[src/rtl/vic_video_pattern.sv]
// vic_video_pattern
// Video timing generator with a registered four-mode test-pattern engine.
//
// Ports:
//   clk            pixel clock
//   reset          asynchronous, active-high reset
//   i_mode         requested pattern (0 ramp, 1 bars, 2 checkerboard, 3 scroll),
//                  sampled only on the last pixel of a frame
//   o_hsync/o_vsync       sync outputs, active level HSYNC_POL / VSYNC_POL
//   o_display_on          high while the output pixel is in the active area
//   o_hpos/o_vpos         position of the output pixel
//   o_red/o_green/o_blue  colour channels, 0 outside the active area
//   o_frame_start         one-clock pulse on pixel (0,0)
//
// All outputs are registered and lag the raster counters by one clock.
//
// Build option: define VIC_PATGEN_BORDER_EN to force a full-white one-pixel
// frame around the active area in every mode.
module vic_video_pattern #(
    parameter int   H_ACTIVE  = 640,
    parameter int   H_FP      = 16,
    parameter int   H_SYNC    = 96,
    parameter int   H_BP      = 48,
    parameter int   V_ACTIVE  = 480,
    parameter int   V_FP      = 10,
    parameter int   V_SYNC    = 2,
    parameter int   V_BP      = 33,
    parameter int   POS_W     = 10,
    parameter int   COLOR_W   = 4,
    parameter logic HSYNC_POL = 1'b0,
    parameter logic VSYNC_POL = 1'b0
) (
    input  logic               clk,
    input  logic               reset,
    input  logic [1:0]         i_mode,
    output logic               o_hsync,
    output logic               o_vsync,
    output logic               o_display_on,
    output logic [POS_W-1:0]   o_hpos,
    output logic [POS_W-1:0]   o_vpos,
    output logic [COLOR_W-1:0] o_red,
    output logic [COLOR_W-1:0] o_green,
    output logic [COLOR_W-1:0] o_blue,
    output logic               o_frame_start
);

    localparam int H_TOTAL = H_ACTIVE + H_FP + H_SYNC + H_BP;
    localparam int V_TOTAL = V_ACTIVE + V_FP + V_SYNC + V_BP;
    localparam int MAX     = (1 << COLOR_W) - 1;

    localparam logic [POS_W-1:0]   H_LAST     = POS_W'(H_TOTAL - 1);
    localparam logic [POS_W-1:0]   V_LAST     = POS_W'(V_TOTAL - 1);
    localparam logic [POS_W-1:0]   H_ACT      = POS_W'(H_ACTIVE);
    localparam logic [POS_W-1:0]   V_ACT      = POS_W'(V_ACTIVE);
    localparam logic [POS_W-1:0]   H_ACT_LAST = POS_W'(H_ACTIVE - 1);
    localparam logic [POS_W-1:0]   V_ACT_LAST = POS_W'(V_ACTIVE - 1);
    localparam logic [POS_W-1:0]   HS_FIRST   = POS_W'(H_ACTIVE + H_FP);
    localparam logic [POS_W-1:0]   HS_LAST    = POS_W'(H_ACTIVE + H_FP + H_SYNC - 1);
    localparam logic [POS_W-1:0]   VS_FIRST   = POS_W'(V_ACTIVE + V_FP);
    localparam logic [POS_W-1:0]   VS_LAST    = POS_W'(V_ACTIVE + V_FP + V_SYNC - 1);
    localparam logic [POS_W-1:0]   BAR_RELOAD = POS_W'(H_ACTIVE / 8 - 1);
    localparam logic [COLOR_W-1:0] C_MAX      = COLOR_W'(MAX);
    localparam logic [COLOR_W-1:0] RAMP_LAST  = COLOR_W'(MAX - 1);

    // raster state
    logic [POS_W-1:0]   hcnt_q, hcnt_d;
    logic [POS_W-1:0]   vcnt_q, vcnt_d;
    logic [7:0]         frame_cnt_q, frame_cnt_d;
    logic [1:0]         mode_q, mode_d;
    // bar counter: down-counter over one bar width, plus bar index
    logic [POS_W-1:0]   bar_cnt_q, bar_cnt_d;
    logic [2:0]         bar_idx_q, bar_idx_d;
    // vcnt mod MAX, tracked incrementally instead of with a divider
    logic [COLOR_W-1:0] ramp_q, ramp_d;

    // output stage
    logic               hsync_q, vsync_q, de_q, fs_q;
    logic [POS_W-1:0]   hpos_q, vpos_q;
    logic [COLOR_W-1:0] red_q, green_q, blue_q;

    logic               h_last, v_last, frame_end, active, hs_act, vs_act;
    logic [COLOR_W-1:0] red_d, green_d, blue_d;
    logic [4:0]         scroll_sum;

    always_comb begin
        h_last    = (hcnt_q == H_LAST);
        v_last    = (vcnt_q == V_LAST);
        frame_end = h_last && v_last;
        active    = (hcnt_q < H_ACT) && (vcnt_q < V_ACT);
        hs_act    = (hcnt_q >= HS_FIRST) && (hcnt_q <= HS_LAST);
        vs_act    = (vcnt_q >= VS_FIRST) && (vcnt_q <= VS_LAST);

        hcnt_d      = h_last ? '0 : hcnt_q + 1'b1;
        vcnt_d      = vcnt_q;
        ramp_d      = ramp_q;
        if (h_last) begin
            vcnt_d = v_last ? '0 : vcnt_q + 1'b1;
            ramp_d = (v_last || ramp_q == RAMP_LAST) ? '0 : ramp_q + 1'b1;
        end

        frame_cnt_d = frame_end ? frame_cnt_q + 8'd1 : frame_cnt_q;
        mode_d      = frame_end ? i_mode : mode_q;

        // Bar state always describes the current hcnt; it rearms for the next line
        // on the wrap cycle so hcnt=0 starts in bar 0.
        bar_cnt_d = bar_cnt_q;
        bar_idx_d = bar_idx_q;
        if (h_last) begin
            bar_cnt_d = BAR_RELOAD;
            bar_idx_d = '0;
        end else if (hcnt_q < H_ACT) begin
            if (bar_cnt_q == '0) begin
                bar_cnt_d = BAR_RELOAD;
                bar_idx_d = bar_idx_q + 3'd1;
            end else begin
                bar_cnt_d = bar_cnt_q - 1'b1;
            end
        end
    end

    always_comb begin
        red_d      = '0;
        green_d    = '0;
        blue_d     = '0;
        scroll_sum = hcnt_q[4:0] + frame_cnt_q[4:0];
        if (active) begin
            case (mode_q)
                2'd0: begin
                    red_d   = ramp_q;
                    green_d = ramp_q;
                    blue_d  = ramp_q;
                end
                2'd1: begin
                    red_d   = bar_idx_q[2] ? C_MAX : '0;
                    green_d = bar_idx_q[1] ? C_MAX : '0;
                    blue_d  = bar_idx_q[0] ? C_MAX : '0;
                end
                2'd2: begin
                    if (hcnt_q[3] ^ vcnt_q[3]) begin
                        red_d   = C_MAX;
                        green_d = C_MAX;
                        blue_d  = C_MAX;
                    end
                end
                default: begin
                    // (hcnt + frame_cnt) & 31 < 8  <=>  top two bits of the 5-bit sum clear
                    blue_d = C_MAX;
                    if (scroll_sum[4:3] == 2'b00) begin
                        red_d   = C_MAX;
                        green_d = C_MAX;
                    end
                end
            endcase
`ifdef VIC_PATGEN_BORDER_EN
            if (hcnt_q == '0 || hcnt_q == H_ACT_LAST ||
                vcnt_q == '0 || vcnt_q == V_ACT_LAST) begin
                red_d   = C_MAX;
                green_d = C_MAX;
                blue_d  = C_MAX;
            end
`endif
        end
    end

    always_ff @(posedge clk or posedge reset) begin
        if (reset) begin
            hcnt_q      <= '0;
            vcnt_q      <= '0;
            frame_cnt_q <= '0;
            mode_q      <= '0;
            bar_cnt_q   <= BAR_RELOAD;
            bar_idx_q   <= '0;
            ramp_q      <= '0;
            hsync_q     <= ~HSYNC_POL;
            vsync_q     <= ~VSYNC_POL;
            de_q        <= 1'b0;
            fs_q        <= 1'b0;
            hpos_q      <= '0;
            vpos_q      <= '0;
            red_q       <= '0;
            green_q     <= '0;
            blue_q      <= '0;
        end else begin
            hcnt_q      <= hcnt_d;
            vcnt_q      <= vcnt_d;
            frame_cnt_q <= frame_cnt_d;
            mode_q      <= mode_d;
            bar_cnt_q   <= bar_cnt_d;
            bar_idx_q   <= bar_idx_d;
            ramp_q      <= ramp_d;
            hsync_q     <= hs_act ? HSYNC_POL : ~HSYNC_POL;
            vsync_q     <= vs_act ? VSYNC_POL : ~VSYNC_POL;
            de_q        <= active;
            fs_q        <= (hcnt_q == '0) && (vcnt_q == '0);
            hpos_q      <= hcnt_q;
            vpos_q      <= vcnt_q;
            red_q       <= red_d;
            green_q     <= green_d;
            blue_q      <= blue_d;
        end
    end

    assign o_hsync       = hsync_q;
    assign o_vsync       = vsync_q;
    assign o_display_on  = de_q;
    assign o_frame_start = fs_q;
    assign o_hpos        = hpos_q;
    assign o_vpos        = vpos_q;
    assign o_red         = red_q;
    assign o_green       = green_q;
    assign o_blue        = blue_q;

endmodule

[config.mk]
export PLATFORM = sky130hd
export DESIGN_NAME = vic_video_pattern
export DESIGN_NICKNAME = d
export VERILOG_FILES = /design/src/rtl/vic_video_pattern.sv
export SDC_FILE = /design/constraint.sdc
export NUM_CORES = 1
export LEC_CHECK = 0
export ABC_AREA = 1
export BUFFER_PORTS_ARGS = -buffer_cell sky130_fd_sc_hd__buf_2
export CAP_MARGIN = 20
export CORE_ASPECT_RATIO = 1.2
export CORE_MARGIN = 2
export CORE_UTILIZATION = 61
export CTS_BUF_LIST = sky130_fd_sc_hd__clkbuf_8
export DETAILED_ROUTE_END_ITERATION = 16
export GPL_TIMING_DRIVEN = 0
export PLACE_DENSITY = 0.94
export SYNTH_ARGS = -nofsm -noshare
export SYNTH_HDL_FRONTEND = slang
export SYNTH_SLANG_ARGS = --single-unit
[constraint.sdc]
create_clock -name clk -period 2.8 [get_ports clk]
set_input_delay 0.14 -clock clk [delete_from_list [all_inputs] [get_ports clk]]
set_output_delay 0.14 -clock clk [all_outputs]
set_load 0.02 [all_outputs]
* Word level (Yosys, flattened, before mapping)
Cells that the tools add are included.
** Storage, ports and cells
- Register bits :: 83
- Input port bits :: 4
- Output and inout bits :: 36
** Cells by class
- $add $sub $neg :: 7
- $lt $le $gt $ge :: 6
- Eq/ne operators :: 5
- Mux-type cells :: 22
- Bitwise logic cells :: 1
- Reductions and logical operators :: 14
** Operator list (number)
- 10-bit two-way mux :: 5
- 4-bit two-way mux :: 9
- 4-bit case mux with 3 select lines :: 3
- 10-bit logical NOT :: 3
- 10-bit by 1-bit adder with 10-bit output, second input constant :: 2
- 10-bit == test, second input constant :: 2
- 10-bit >= comparator, second input constant :: 1
- 10-bit by 9-bit >= comparator with 1-bit output, second input constant :: 1
- 10-bit less-or-equal comparator, second input constant :: 1
- 10-bit by 9-bit less-or-equal comparator with 1-bit output, second input constant :: 1
- 10-bit less-than comparator, second input constant :: 1
- 10-bit by 9-bit less-than comparator with 1-bit output, second input constant :: 1
- 10-bit by 1-bit subtractor with 10-bit output, second input constant :: 1
- 3-bit two-way mux :: 3
- 8-bit by 1-bit adder with 8-bit output, second input constant :: 1
- 5-bit adder :: 1
- 1-bit logical AND :: 5
- 4-bit by 1-bit adder with 4-bit output, second input constant :: 1
- 4-bit == test, second input constant :: 1
- 2-bit logical NOT :: 2
- 2-bit nonzero test :: 2
- 3-bit by 1-bit adder with 3-bit output, second input constant :: 1
- 2-bit by 1-bit == test with 1-bit output, second input constant :: 1
- 2-bit == test, second input constant :: 1
- 4 further kinds :: 5

* Depth between registers and ports, before layout
- Word-level depth :: 5
- Gate-level depth with buffers :: 12
- Gate-level depth less buffers :: 10

* Worst setup path after synthesis
Ideal clock, no wire load.
- Path type :: reg2reg
- From :: reg bar_cnt_q[0]
- To :: reg bar_idx_q[0]
- Arrival :: 1.415 ns
- Required time :: 2.683 ns
- Path slack :: 1.268 ns
- Cell stages (with the launch flop) :: 11
- Clock period less this slack :: 1.532 ns
- Cells stage by stage :: dfstp_2 > inv_1 > ha_1 > nand2_2 > nor3_4 > inv_1 > nand2_1 > nand2_1 > buf_6 > nand2_1 > o21ai_2
** Between the ends
- Word-level cells in the longest chain between the ends :: 3
** Ends and longest elaborated chain
- start, declared :: RTL line 71 : logic [POS_W-1:0] bar_cnt_q, bar_cnt_d;
- start signal, assigned :: RTL line 188 : bar_cnt_q <= bar_cnt_d;
- 10-bit logical NOT :: RTL line 112 : if (bar_cnt_q == '0) begin
- 2-bit nonzero test (no line)
- 2-bit AND reduction (no line)
- end signal, assigned :: RTL line 189 : bar_idx_q <= bar_idx_d;
- end, declared :: RTL line 72 : logic [2:0] bar_idx_q, bar_idx_d;
Every way passes these cells.
A chain may end at the register's enable or synchronous reset.

* Final worst setup path
- From :: reg hcnt_q[3]
- To :: reg red_q[3] (netlist: o_red[3])
** Between the ends
- Word-level cells in the longest chain between the ends :: 5
- Elaborated cells on any way between the ends :: 9
- Classes of those cells :: add/sub (1); order compare (1); mux (4); bitwise (1); reduce/logical (2)
** Ends and longest elaborated chain
- start, declared :: RTL line 66 : logic [POS_W-1:0] hcnt_q, hcnt_d;
- start signal, assigned :: RTL line 184 : hcnt_q <= hcnt_d;
- 5-bit adder :: RTL line 125 : scroll_sum = hcnt_q[4:0] + frame_cnt_q[4:0];
- 2-bit logical NOT :: RTL line 148 : if (scroll_sum[4:3] == 2'b00) begin
- 4-bit two-way mux :: RTL line 148
- 4-bit case mux with 3 select lines :: RTL line 127 : case (mode_q)
- 4-bit two-way mux (*) :: RTL line 126 : if (active) begin
- net red_d[3] :: RTL line 82 : logic [COLOR_W-1:0] red_d, green_d, blue_d;
- end signal, assigned :: RTL line 197 : red_q <= red_d;
- end, declared :: RTL line 79 : logic [COLOR_W-1:0] red_q, green_q, blue_q;
The timed path passes the listed nets; every way through them passes the cells marked *.

==> results.json <==
{
  "io-pin-count": 40,
  "synth_area_per_cell_um2": 9.17,
  "design.die.area_um2": 6890,
  "postSynth.topFlopCell": "sky130_fd_sc_hd__dfrtp_1",
  "grt_antenna_before_repair": 0,
  "worst_hold_path_type": "in -> reg",
  "tritoncts": "built",
  "ant_nets": 0,
  "grt_overflow": 0,
  "cp.buffers_inverters": 0,
  "finalWirelength_um": 7990,
  "detailedRoute.firstPassIterationCount": 5,
  "static-leakage-power_nw": 2.34,
  "synth_sequential_area_ratio_pct": 52.8,
  "first_pass_grt_wire_length_um": 13500,
  "timing.setup.critical_path_class": "reg -> reg",
  "status": "completed",
  "die_x_um": 76.1,
  "yosys_warnings": 0,
  "gp_congestion": 0.930,
  "timing.final.setup_violations": 0,
  "cts_buffers": 9,
  "global_route.usage.total_pct": 24.5,
  "number_of_inserted_diodes": 0,
  "design.final.nets": 484,
  "fillers": 423,
  "clkSlewWorstSetupHoldPaths_ps": 90,
  "clock_path_buffers": 2,
  "fin_crit_sh_pct": 68.3,
  "syn_to_final_growth_pct": 15.0,
  "total_vias_in_the_final_route": 3134,
  "design_power_total_mw": 2.11,
  "h_tree_depth_reported_by_cts": 3,
  "drt_drc_violations_left": 0,
  "slew-limit-headroom_pct": 65.5,
  "synth.net_count": 431,
  "grt_setup_unrepaired": "false",
  "ys_types": 32,
  "crit_chain": "ha_1, a21oi_1, nand2_1, nand2_1, nand3_1, a21oi_1",
  "post-synth-top-area-cell": "sky130_fd_sc_hd__dfrtp_1",
  "cp_data_arrival_time_ps": 2180,
  "drtIter0Drc": 275,
  "synth_area_leaders": "sky130_fd_sc_hd__dfrtp_1 48%, sky130_fd_sc_hd__nand2_1 7.8%, sky130_fd_sc_hd__inv_1 5.3%",
  "critical-path-top-delay-family": "flip-flops",
  "post_synthesis_cells": 415,
  "post-synth-top-area-fraction_pct": 48.0,
  "finalHoldViolCount": 0,
  "detailedPlacementHpwl_um": 5390,
  "io_buffers": 39,
  "synth.ff_latch_count": 80,
  "root_buffer": "sky130_fd_sc_hd__clkbuf_8",
  "final_util_pct": 72.3,
  "fmax_achieved_mhz": 523,
  "synth_edf_count": 0,
  "maxCapViolCount": 0,
  "initial_utilization_pct": 62.9,
  "clock_sink_count": 80,
  "worst_path_required_ps": 3070,
  "finalCriticalPeriod_ps": 1910,
  "critical_path.max_fanout": 8,
  "async_flop_share_pct": 100,
  "pwr_cell_area_nw_per_um2": 483,
  "end_kind": "register",
  "std_cell_rows": 31,
  "clk_latency_ps": 350,
  "tightestPinTransition_ps": 514,
  "grt_max_degree": 62,
  "skew_ps": 12.0,
  "slowest_delay_ps": 500,
  "synth.cell_area_um2": 3810,
  "cts_setup_buffers": 0,
  "viasPerCell": 5.65,
  "slowest_stage": "sky130_fd_sc_hd__dfrtp_1",
  "floorplan.die.height_um": 90.5,
  "synth_top_cells_by_count": "79 x sky130_fd_sc_hd__nand2_1, 73 x sky130_fd_sc_hd__dfrtp_1, 54 x sky130_fd_sc_hd__inv_1",
  "report.final.slew_viol_count": 0,
  "routed_wire_length_per_instance_um": 14.4,
  "layout-drive-gt1-share_pct": 20.1,
  "vdd_drop_max_v": 0.000269,
  "setup.worst_path.start_class": "register",
  "core-area_um2": 6050,
  "yosys.cell_count.top_type": "sky130_fd_sc_hd__nand2_1",
  "grt_pass1_vias": 2988
}
## worst min-delay path: cells and delay by family
| family | cells | cell delay [ps] |
|---|---|---|
| buf+inv | 1 | 90 |
| simple gates | 2 | 100 |
## layout make-up
cell class | instances | area (µm²) | area share, %
plain buffers | 11 | 93.8 | 2.14
clock buffers | 9 | 124 | 2.83
clock inverters | 7 | 97.6 | 2.23
inverters | 55 | 211 | 4.83
multi-input cells | 269 | 1490 | 34.1
flip-flops and latches | 80 | 2010 | 46.0
well taps | 82 | 103 | 2.34
repair buffers | 42 | 243 | 5.55
## per-layer routing
layer  GRT usage [%]  vias up  wire (µm)
met3            4.00       40        448
met4            14.4        0        319
met1            28.3     1474       3060
li1                -     1456          -
met5               0        -          0
met2            43.1      164       4160
## report_power, final
part | internal, mW | switching [mW]
registers | 1.15 | 0
clock network | 0.503 | 0.426
logic | 0.00762 | 0.0228
## registers in the layout, indices dropped and copies added, names as in the netlist
signal / cells
ramp_q: 4
hcnt_q: 10
o_frame_start: 1
o_vsync: 1
o_hpos: 10
frame_cnt_q: 5
vcnt_q: 10
o_vpos: 10
bar_idx_q: 3
o_hsync: 1
o_green: 4
o_red: 4
o_blue: 4
o_display_on: 1
mode_q: 2
bar_cnt_q: 10
## metrics by stage
stage                     cell area [µm²]  cells  hold WS [ps]  TNS, ps  setup slack [ps]
after floorplan                      3810    415           257        0               620
after global placement               4100    536           350    -9950              -140
after global routing                 4380    555          20.0        0               810
after detailed placement             4130    537           110        0               997
final                                4380    555          15.1        0               888
after CTS                            4370    554          4.34        0               944
## cells by family (layout without fill, tap and decap cells)
logic type | count (synthesis) | count (layout) | synth area share, %
adder cells (fa/ha/maj) | 12 | 12 | 3.94
buffers and inverters | 66 | 124 | 7.96
AND/OR/NAND/NOR | 182 | 182 | 22.8
flip-flops | 80 | 80 | 52.8
AO/OA/AOI/OAI | 59 | 59 | 8.55
XOR/XNOR | 16 | 16 | 3.88
## path summary, 6_finish.rpt
check                      depth (start not counted)       from  slack [ps]          to
setup / recovery                                   6  hcnt_q[3]         890    o_red[3]
hold / removal                                     3  i_mode[0]          20   mode_q[0]
setup reg to reg                                   6  hcnt_q[3]         890    o_red[3]
hold reg to reg                                    0  vcnt_q[8]         380   o_vpos[8]
max in group asynchronous                          4      reset        1900     o_hsync
min in group asynchronous                          3      reset         280  o_green[2]
## cells in the final DEF, fill, tap and decap left out, types with 2 or more instances in the layout
cell and count:
sky130_fd_sc_hd__inv_4 2, sky130_fd_sc_hd__buf_6 5, sky130_fd_sc_hd__nand3_1 31, sky130_fd_sc_hd__nand2_2 6, sky130_fd_sc_hd__o21ai_2 4, sky130_fd_sc_hd__nand3b_1 3
sky130_fd_sc_hd__clkinv_4 3, sky130_fd_sc_hd__a21oi_1 21, sky130_fd_sc_hd__o211ai_1 2, sky130_fd_sc_hd__o21ai_1 2, sky130_fd_sc_hd__buf_2 42, sky130_fd_sc_hd__buf_4 3
sky130_fd_sc_hd__inv_1 54, sky130_fd_sc_hd__xor2_1 14, sky130_fd_sc_hd__nor2_2 3, sky130_fd_sc_hd__o21ai_0 27, sky130_fd_sc_hd__dfrtp_1 73, sky130_fd_sc_hd__o2111ai_1 2
sky130_fd_sc_hd__nand4_1 14, sky130_fd_sc_hd__nor3_4 2, sky130_fd_sc_hd__bufinv_16 2, sky130_fd_sc_hd__ha_1 12, sky130_fd_sc_hd__nor4_1 2, sky130_fd_sc_hd__clkbuf_8 9
sky130_fd_sc_hd__nand2_1 79, sky130_fd_sc_hd__nor3_1 6, sky130_fd_sc_hd__dfstp_2 7, sky130_fd_sc_hd__dlygate4sd3_1 2, sky130_fd_sc_hd__nor2_1 32
## timing repair
item | 4_1_cts | 5_1_grt
resized for setup | 0 | 0
endpoints found under the hold margin | 19 | 1
hold buffers | 1 | 1
Power figures use the tool's default switching activity.
